### config.mk
export PLATFORM = sky130hd
export DESIGN_NAME = usb_tx_line_driver_flat
export DESIGN_NICKNAME = d
export VERILOG_FILES = /design/src/rtl/usb_tx_line_driver_if.sv /design/src/rtl/usb_tx_line_driver.sv /design/src/flat_wrapper.sv
export SDC_FILE = /design/constraint.sdc
export NUM_CORES = 1
export LEC_CHECK = 0
export ABC_AREA = 1
export CAP_MARGIN = 0
export CELL_PAD_IN_SITES_DETAIL_PLACEMENT = 1
export CELL_PAD_IN_SITES_GLOBAL_PLACEMENT = 1
export CORE_MARGIN = 2
export CORE_UTILIZATION = 36
export CTS_CLUSTER_SIZE = 8
export DETAILED_ROUTE_END_ITERATION = 10
export PLACE_DENSITY_LB_ADDON = 0.15
export SLEW_MARGIN = 40
export SYNTH_ARGS = -nofsm -noshare
export SYNTH_HDL_FRONTEND = slang
export SYNTH_SLANG_ARGS = --single-unit
### constraint.sdc
create_clock -name gclk -period 1.79 [get_ports gclk]
set_input_delay 0.358 -clock gclk [delete_from_list [all_inputs] [get_ports gclk]]
set_output_delay 0.358 -clock gclk [all_outputs]
set_load 0.005 [all_outputs]
### src/rtl/usb_tx_line_driver_if.sv
// usb_tx_line_driver_if
//   Bundles the packet handshake and pad-side signals of the USB transmit
//   line driver.
//   master : upstream (NRZI encoder / bit-stuffer side); drives packet
//            controls and observes the line outputs.
//   slave  : the line driver itself.
//   Signals:
//     tx_data_valid  packet bits pending; falling low requests EOP
//     nrzi_data      current NRZI bit (1 = J, 0 = K)
//     ls_mode        low-speed polarity select
//     force_se0      hold SE0 while idle (bus reset)
//     tx_bit_req     one-cycle pulse after each bit sample
//     txd_pos/neg    D+/D- pad drive
//     txd_oe         pad driver enable
//     tx_busy        packet or EOP in progress
interface usb_tx_line_driver_if;
  logic tx_data_valid;
  logic nrzi_data;
  logic ls_mode;
  logic force_se0;
  logic tx_bit_req;
  logic txd_pos;
  logic txd_neg;
  logic txd_oe;
  logic tx_busy;

  modport master (
    output tx_data_valid, nrzi_data, ls_mode, force_se0,
    input  tx_bit_req, txd_pos, txd_neg, txd_oe, tx_busy
  );

  modport slave (
    input  tx_data_valid, nrzi_data, ls_mode, force_se0,
    output tx_bit_req, txd_pos, txd_neg, txd_oe, tx_busy
  );
endinterface

### src/rtl/usb_tx_line_driver.sv
// usb_tx_line_driver
//   Converts an NRZI bit stream into the D+/D- pair, one bit every CLK_DIV
//   gclk cycles, with FS/LS polarity, automatic EOP (SE0 then J), driver
//   enable and idle SE0 forcing for bus reset.
//   Parameters:
//     CLK_DIV       gclk cycles per bit time (>= 2)
//     EOP_SE0_BITS  SE0 bit times in an EOP (1..3)
//   Ports:
//     gclk   clock, rising edge
//     reset  synchronous active-high reset
//     bus    usb_tx_line_driver_if.slave (handshake + pad outputs)
module usb_tx_line_driver #(
  parameter int CLK_DIV      = 4,
  parameter int EOP_SE0_BITS = 2
) (
  input  logic                  gclk,
  input  logic                  reset,
  usb_tx_line_driver_if.slave   bus
);

  localparam int DIV_W = (CLK_DIV > 1) ? $clog2(CLK_DIV) : 1;

  typedef enum logic [1:0] {IDLE, DATA, EOP_SE0, EOP_J} state_t;

  state_t             state_q, state_d;
  logic [DIV_W-1:0]   div_q, div_d;
  logic [1:0]         eop_q, eop_d;
  logic               ls_q, ls_d;
  logic [1:0]         line_q, line_d;   // {pos, neg}
  logic               oe_q, oe_d;
  logic               req_q, req_d;
  logic               busy_q, busy_d;
  logic               bit_end;
  logic               eop_last;

  // {pos,neg} for an NRZI bit: FS J=10 K=01, LS swaps the pair.
  function automatic logic [1:0] line_code(input logic bit_val, input logic ls);
    return {bit_val ^ ls, ~(bit_val ^ ls)};
  endfunction

  assign bit_end  = (div_q == DIV_W'(CLK_DIV - 1));
  assign eop_last = (eop_q == 2'(EOP_SE0_BITS - 1));

  always_ff @(posedge gclk) begin
    if (reset) state_q <= IDLE;
    else       state_q <= state_d;
  end

  always_comb begin
    state_d = state_q;
    unique case (state_q)
      IDLE:    if (!bus.force_se0 && bus.tx_data_valid) state_d = DATA;
      DATA:    if (bit_end && !bus.tx_data_valid)       state_d = EOP_SE0;
      EOP_SE0: if (bit_end && eop_last)                 state_d = EOP_J;
      EOP_J:   if (bit_end)                             state_d = IDLE;
      default:                                          state_d = IDLE;
    endcase
  end

  always_comb begin
    line_d = line_q;
    oe_d   = oe_q;
    req_d  = 1'b0;
    ls_d   = ls_q;
    eop_d  = eop_q;
    busy_d = (state_d != IDLE);
    div_d  = bit_end ? '0 : div_q + DIV_W'(1);
    unique case (state_q)
      IDLE: begin
        div_d = '0;
        if (bus.force_se0) begin
          line_d = 2'b00;
          oe_d   = 1'b1;
        end else if (bus.tx_data_valid) begin
          // Polarity comes straight from ls_mode on the start edge, since
          // ls_q only takes the new value on this same edge.
          ls_d   = bus.ls_mode;
          line_d = line_code(bus.nrzi_data, bus.ls_mode);
          oe_d   = 1'b1;
          req_d  = 1'b1;
        end else begin
          line_d = line_code(1'b1, bus.ls_mode);
          oe_d   = 1'b0;
        end
      end
      DATA: begin
        if (bit_end) begin
          if (bus.tx_data_valid) begin
            line_d = line_code(bus.nrzi_data, ls_q);
            req_d  = 1'b1;
          end else begin
            line_d = 2'b00;
            eop_d  = '0;
          end
        end
      end
      EOP_SE0: begin
        if (bit_end) begin
          eop_d = eop_q + 2'd1;
          if (eop_last) line_d = line_code(1'b1, ls_q);
        end
      end
      EOP_J: begin
        if (bit_end) oe_d = 1'b0;
      end
      default: ;
    endcase
  end

  always_ff @(posedge gclk) begin
    if (reset) begin
      div_q  <= '0;
      eop_q  <= '0;
      ls_q   <= 1'b0;
      line_q <= 2'b00;
      oe_q   <= 1'b0;
      req_q  <= 1'b0;
      busy_q <= 1'b0;
    end else begin
      div_q  <= div_d;
      eop_q  <= eop_d;
      ls_q   <= ls_d;
      line_q <= line_d;
      oe_q   <= oe_d;
      req_q  <= req_d;
      busy_q <= busy_d;
    end
  end

  assign bus.txd_pos    = line_q[1];
  assign bus.txd_neg    = line_q[0];
  assign bus.txd_oe     = oe_q;
  assign bus.tx_bit_req = req_q;
  assign bus.tx_busy    = busy_q;

endmodule

### src/flat_wrapper.sv
// flat-port wrapper written by rule: the top's interface ports become plain ports
module usb_tx_line_driver_flat 
#(
  parameter int CLK_DIV      = 4,
  parameter int EOP_SE0_BITS = 2
)
  (gclk, reset, bus_tx_data_valid, bus_nrzi_data, bus_ls_mode, bus_force_se0, bus_tx_bit_req, bus_txd_pos, bus_txd_neg, bus_txd_oe, bus_tx_busy);
  usb_tx_line_driver_if bus_i ();
  input  logic gclk;
  input  logic reset;
  input wire logic [$bits(bus_i.tx_data_valid)-1:0] bus_tx_data_valid;
  input wire logic [$bits(bus_i.nrzi_data)-1:0] bus_nrzi_data;
  input wire logic [$bits(bus_i.ls_mode)-1:0] bus_ls_mode;
  input wire logic [$bits(bus_i.force_se0)-1:0] bus_force_se0;
  output wire logic [$bits(bus_i.tx_bit_req)-1:0] bus_tx_bit_req;
  output wire logic [$bits(bus_i.txd_pos)-1:0] bus_txd_pos;
  output wire logic [$bits(bus_i.txd_neg)-1:0] bus_txd_neg;
  output wire logic [$bits(bus_i.txd_oe)-1:0] bus_txd_oe;
  output wire logic [$bits(bus_i.tx_busy)-1:0] bus_tx_busy;
  assign bus_i.tx_data_valid = bus_tx_data_valid;
  assign bus_i.nrzi_data = bus_nrzi_data;
  assign bus_i.ls_mode = bus_ls_mode;
  assign bus_i.force_se0 = bus_force_se0;
  assign bus_tx_bit_req = bus_i.tx_bit_req;
  assign bus_txd_pos = bus_i.txd_pos;
  assign bus_txd_neg = bus_i.txd_neg;
  assign bus_txd_oe = bus_i.txd_oe;
  assign bus_tx_busy = bus_i.tx_busy;
  usb_tx_line_driver #(.CLK_DIV(CLK_DIV), .EOP_SE0_BITS(EOP_SE0_BITS)) u_core (.gclk(gclk), .reset(reset), .bus(bus_i));
endmodule
==> impl_metrics.py <==
metrics = {
    "outcome": {
        "status": "complete, no violations",
    },
    "yosys": {
        "synth.net_count": 125,
        "synth_warnings": 0,
        "ys_seq_area_share_pct": 32.49,
        "ys_ff_latch": 12,
        "synthCells": 111,
        "synthesis.area_per_instance_sq_um": 6.662,
        "yosysUniqueCellTypes": 17,
        "syn_area_sq_um": 739.5,
    },
    "die": {
        "die_h_um": 49.32,
        "row_count": 16,
        "die-width_um": 49.32,
        "dieArea_sq_um": 2432,
        "initial_core_util_pct": 38.08,
        "core_region_area_sq_um": 1942,
        "boundaryPins": 11,
    },
    "layout": {
        "fin_area_sq_um": 903.4,
        "drive_above_1_share_pct": 8.800,
        "layout_commonest_cell": "nand2_1",
        "utilization_pct": 46.52,
        "antenna_cells": 0,
        "layout_common_cells": "32 x nand2_1, 17 x inv_1, 12 x dfxtp_1",
        "area_growth_pct": 22.17,
        "final_nets": 141,
    },
    "timing": {
        "worst_slew_pin_slew_ps": 247.1,
        "rsz0062_at_grt": "false",
        "relSlewSlack_pct": 83.47,
        "post-route-period-util_pct": 87.84,
        "fmax_mhz": 636.0,
        "final-setup-viol-count": 0,
        "layout_min_cycle_time_ps": 1572,
        "final_hold_viol_count": 0,
        "tns_ps": 0,
        "drv_slew": 0,
        "holdWs_ps": 452.2,
        "clock_skew_ps": 6.226,
    },
    "power_and_ir_drop": {
        "vdd_ir_drop_max_mv": 0.7062,
        "power_w": 0.001203,
        "p_per_area_nw_per_um2": 1332,
        "leakagePower_nw": 0.4356,
    },
    "cts": {
        "clk_pin_slew_ps": 80,
        "cts_tree": "built",
        "clk_latency_ps": 280,
        "cts_buffers": 3,
        "cts.path.max_buffers": 2,
        "clkSinkCount": 12,
        "cts_root_buf": "clkbuf_4",
        "ctsResizeCount": 0,
        "cts_setup_buffers": 0,
        "hold_buffers": 0,
        "htree_levels": 1,
    },
    "placement": {
        "dp_hpwl_mm": 1.470,
        "port_buffers": 10,
        "gp_congestion": 0.8273,
        "place_area_sq_um": 880.8,
    },
    "detailed_routing": {
        "wire_per_inst_um": 12.24,
        "drt_wl_total_mm": 1.861,
        "vias_per_cell": 4.849,
        "ant_nets": 0,
        "vias": 737,
        "first_pass_iters": 4,
        "drc_errors": 0,
        "drt_iter0_markers": 9,
    },
    "critical_path": {
        "slowest_delay_ps": 420,
        "crit_fanout": 6,
        "crit_slowest_cell": "dfxtp_1",
        "worstSetupStartpointType": "flip-flop",
        "critPathCaptureType": "flip-flop",
        "critPathRequiredTime_ps": 1970,
        "arrival_ps": 1750,
        "crit_type": "reg2reg",
        "path_cells": "inv_1 > ha_1 > inv_1 > a21oi_2 > nor2_4 > nand2_1 > nor2_1 > nor2_1",
    },
    "job": {
        "maxCapViolCount": 0,
    },
    "grt": {
        "grt_pass1_vias": 748,
        "grt_usage_pct": 17.85,
        "grt_pass1_wl_mm": 3.305,
        "grt_overflow_total": 0,
        "grt_max_degree": 8,
        "antenna_found_initial": 0,
    },
    "min_path": {
        "hp-class": "reg2reg",
    },
}
through the flow:
| stage | setup slack [ps] | cells |
|---|---|---|
| 3_5_place_dp | 176.1 | 149 |
| 2_1_floorplan | 513.8 | 111 |
| 4_1_cts | 203.7 | 152 |
| 3_3_place_gp | 232.4 | 149 |
| 5_1_grt | 67.77 | 152 |
| 6_report | 217.6 | 152 |
registers in the layout, indices dropped and copies added, names as in the netlist:
register,cells
u_core.eop_q,2
u_core.bus.txd_oe,1
u_core.line_q,2
u_core.bus.tx_bit_req,1
u_core.state_q,2
u_core.ls_q,1
u_core.bus.tx_busy,1
u_core.div_q,2
power by group:
part	switching [W]	total, W	internal [W]
logic	0.000365	0.000635	0.000270
clock network	0.0000955	0.000174	0.0000781
registers	0.0000518	0.000394	0.000343
total	0.000512	0.00120	0.000691
path summary, 6_finish.rpt:
path / start / to / slack [ps] / cells after the start
max: u_core.state_q[0] / u_core.line_q[0] / 220 / 8
min: u_core.div_q[0] / u_core.div_q[0] / 450 / 1
max reg2reg: u_core.state_q[0] / u_core.line_q[0] / 220 / 8
min reg2reg: u_core.div_q[0] / u_core.div_q[0] / 450 / 1
layer usage:
| layer | vias to the layer above | share of wire [%] | GRT usage, % |
|---|---|---|---|
| met5 | - | 0 | 0 |
| met4 | 0 | 2.2 | 7.143 |
| met1 | 334 | 45 | 21.13 |
| li1 | 380 | - | - |
| met3 | 8 | 4.1 | 3.988 |
| met2 | 15 | 48 | 30.86 |
cell families after synthesis:
group,after synthesis,share of synthesized area (%)
DFF,12,32.49
and+or+nand+nor,59,34.01
buffers and inverters,19,9.645
AOI/OAI and AO/OA,13,10.32
adders and majority gates,8,13.54
cells in the mapped netlist (all sizes together):
| cell type | instances | area, sq um |
|---|---|---|
| a211oi | 1 | 7.510 |
| a21oi | 7 | 42.54 |
| a31oi | 1 | 6.260 |
| dfxtp | 12 | 240.2 |
| ha | 8 | 100.1 |
| inv | 19 | 71.32 |
| nand2 | 34 | 132.6 |
| nand3 | 11 | 55.05 |
| nand4 | 1 | 6.260 |
| nor2 | 12 | 52.55 |
| nor3 | 1 | 5.000 |
| o21ai | 4 | 20.02 |
area by class of cell:
cell class,instances,area [sq um]
fill,275,1039
sequential,12,240.2
multi-input combinational,80,427.9
tap,27,33.78
inverter,19,71.32
clock buffer,3,22.52
timing repair buffer,11,107.6
worst max-delay path, delay by kind of cell, from the launching register on:
kind,cells,cell delay [ps]
and+or+nand+nor,4,390
DFF,1,420
AOI/OAI and AO/OA,1,60
buffers and inverters,2,290
adders and majority gates,1,310
Power figures use the tool's default switching activity.
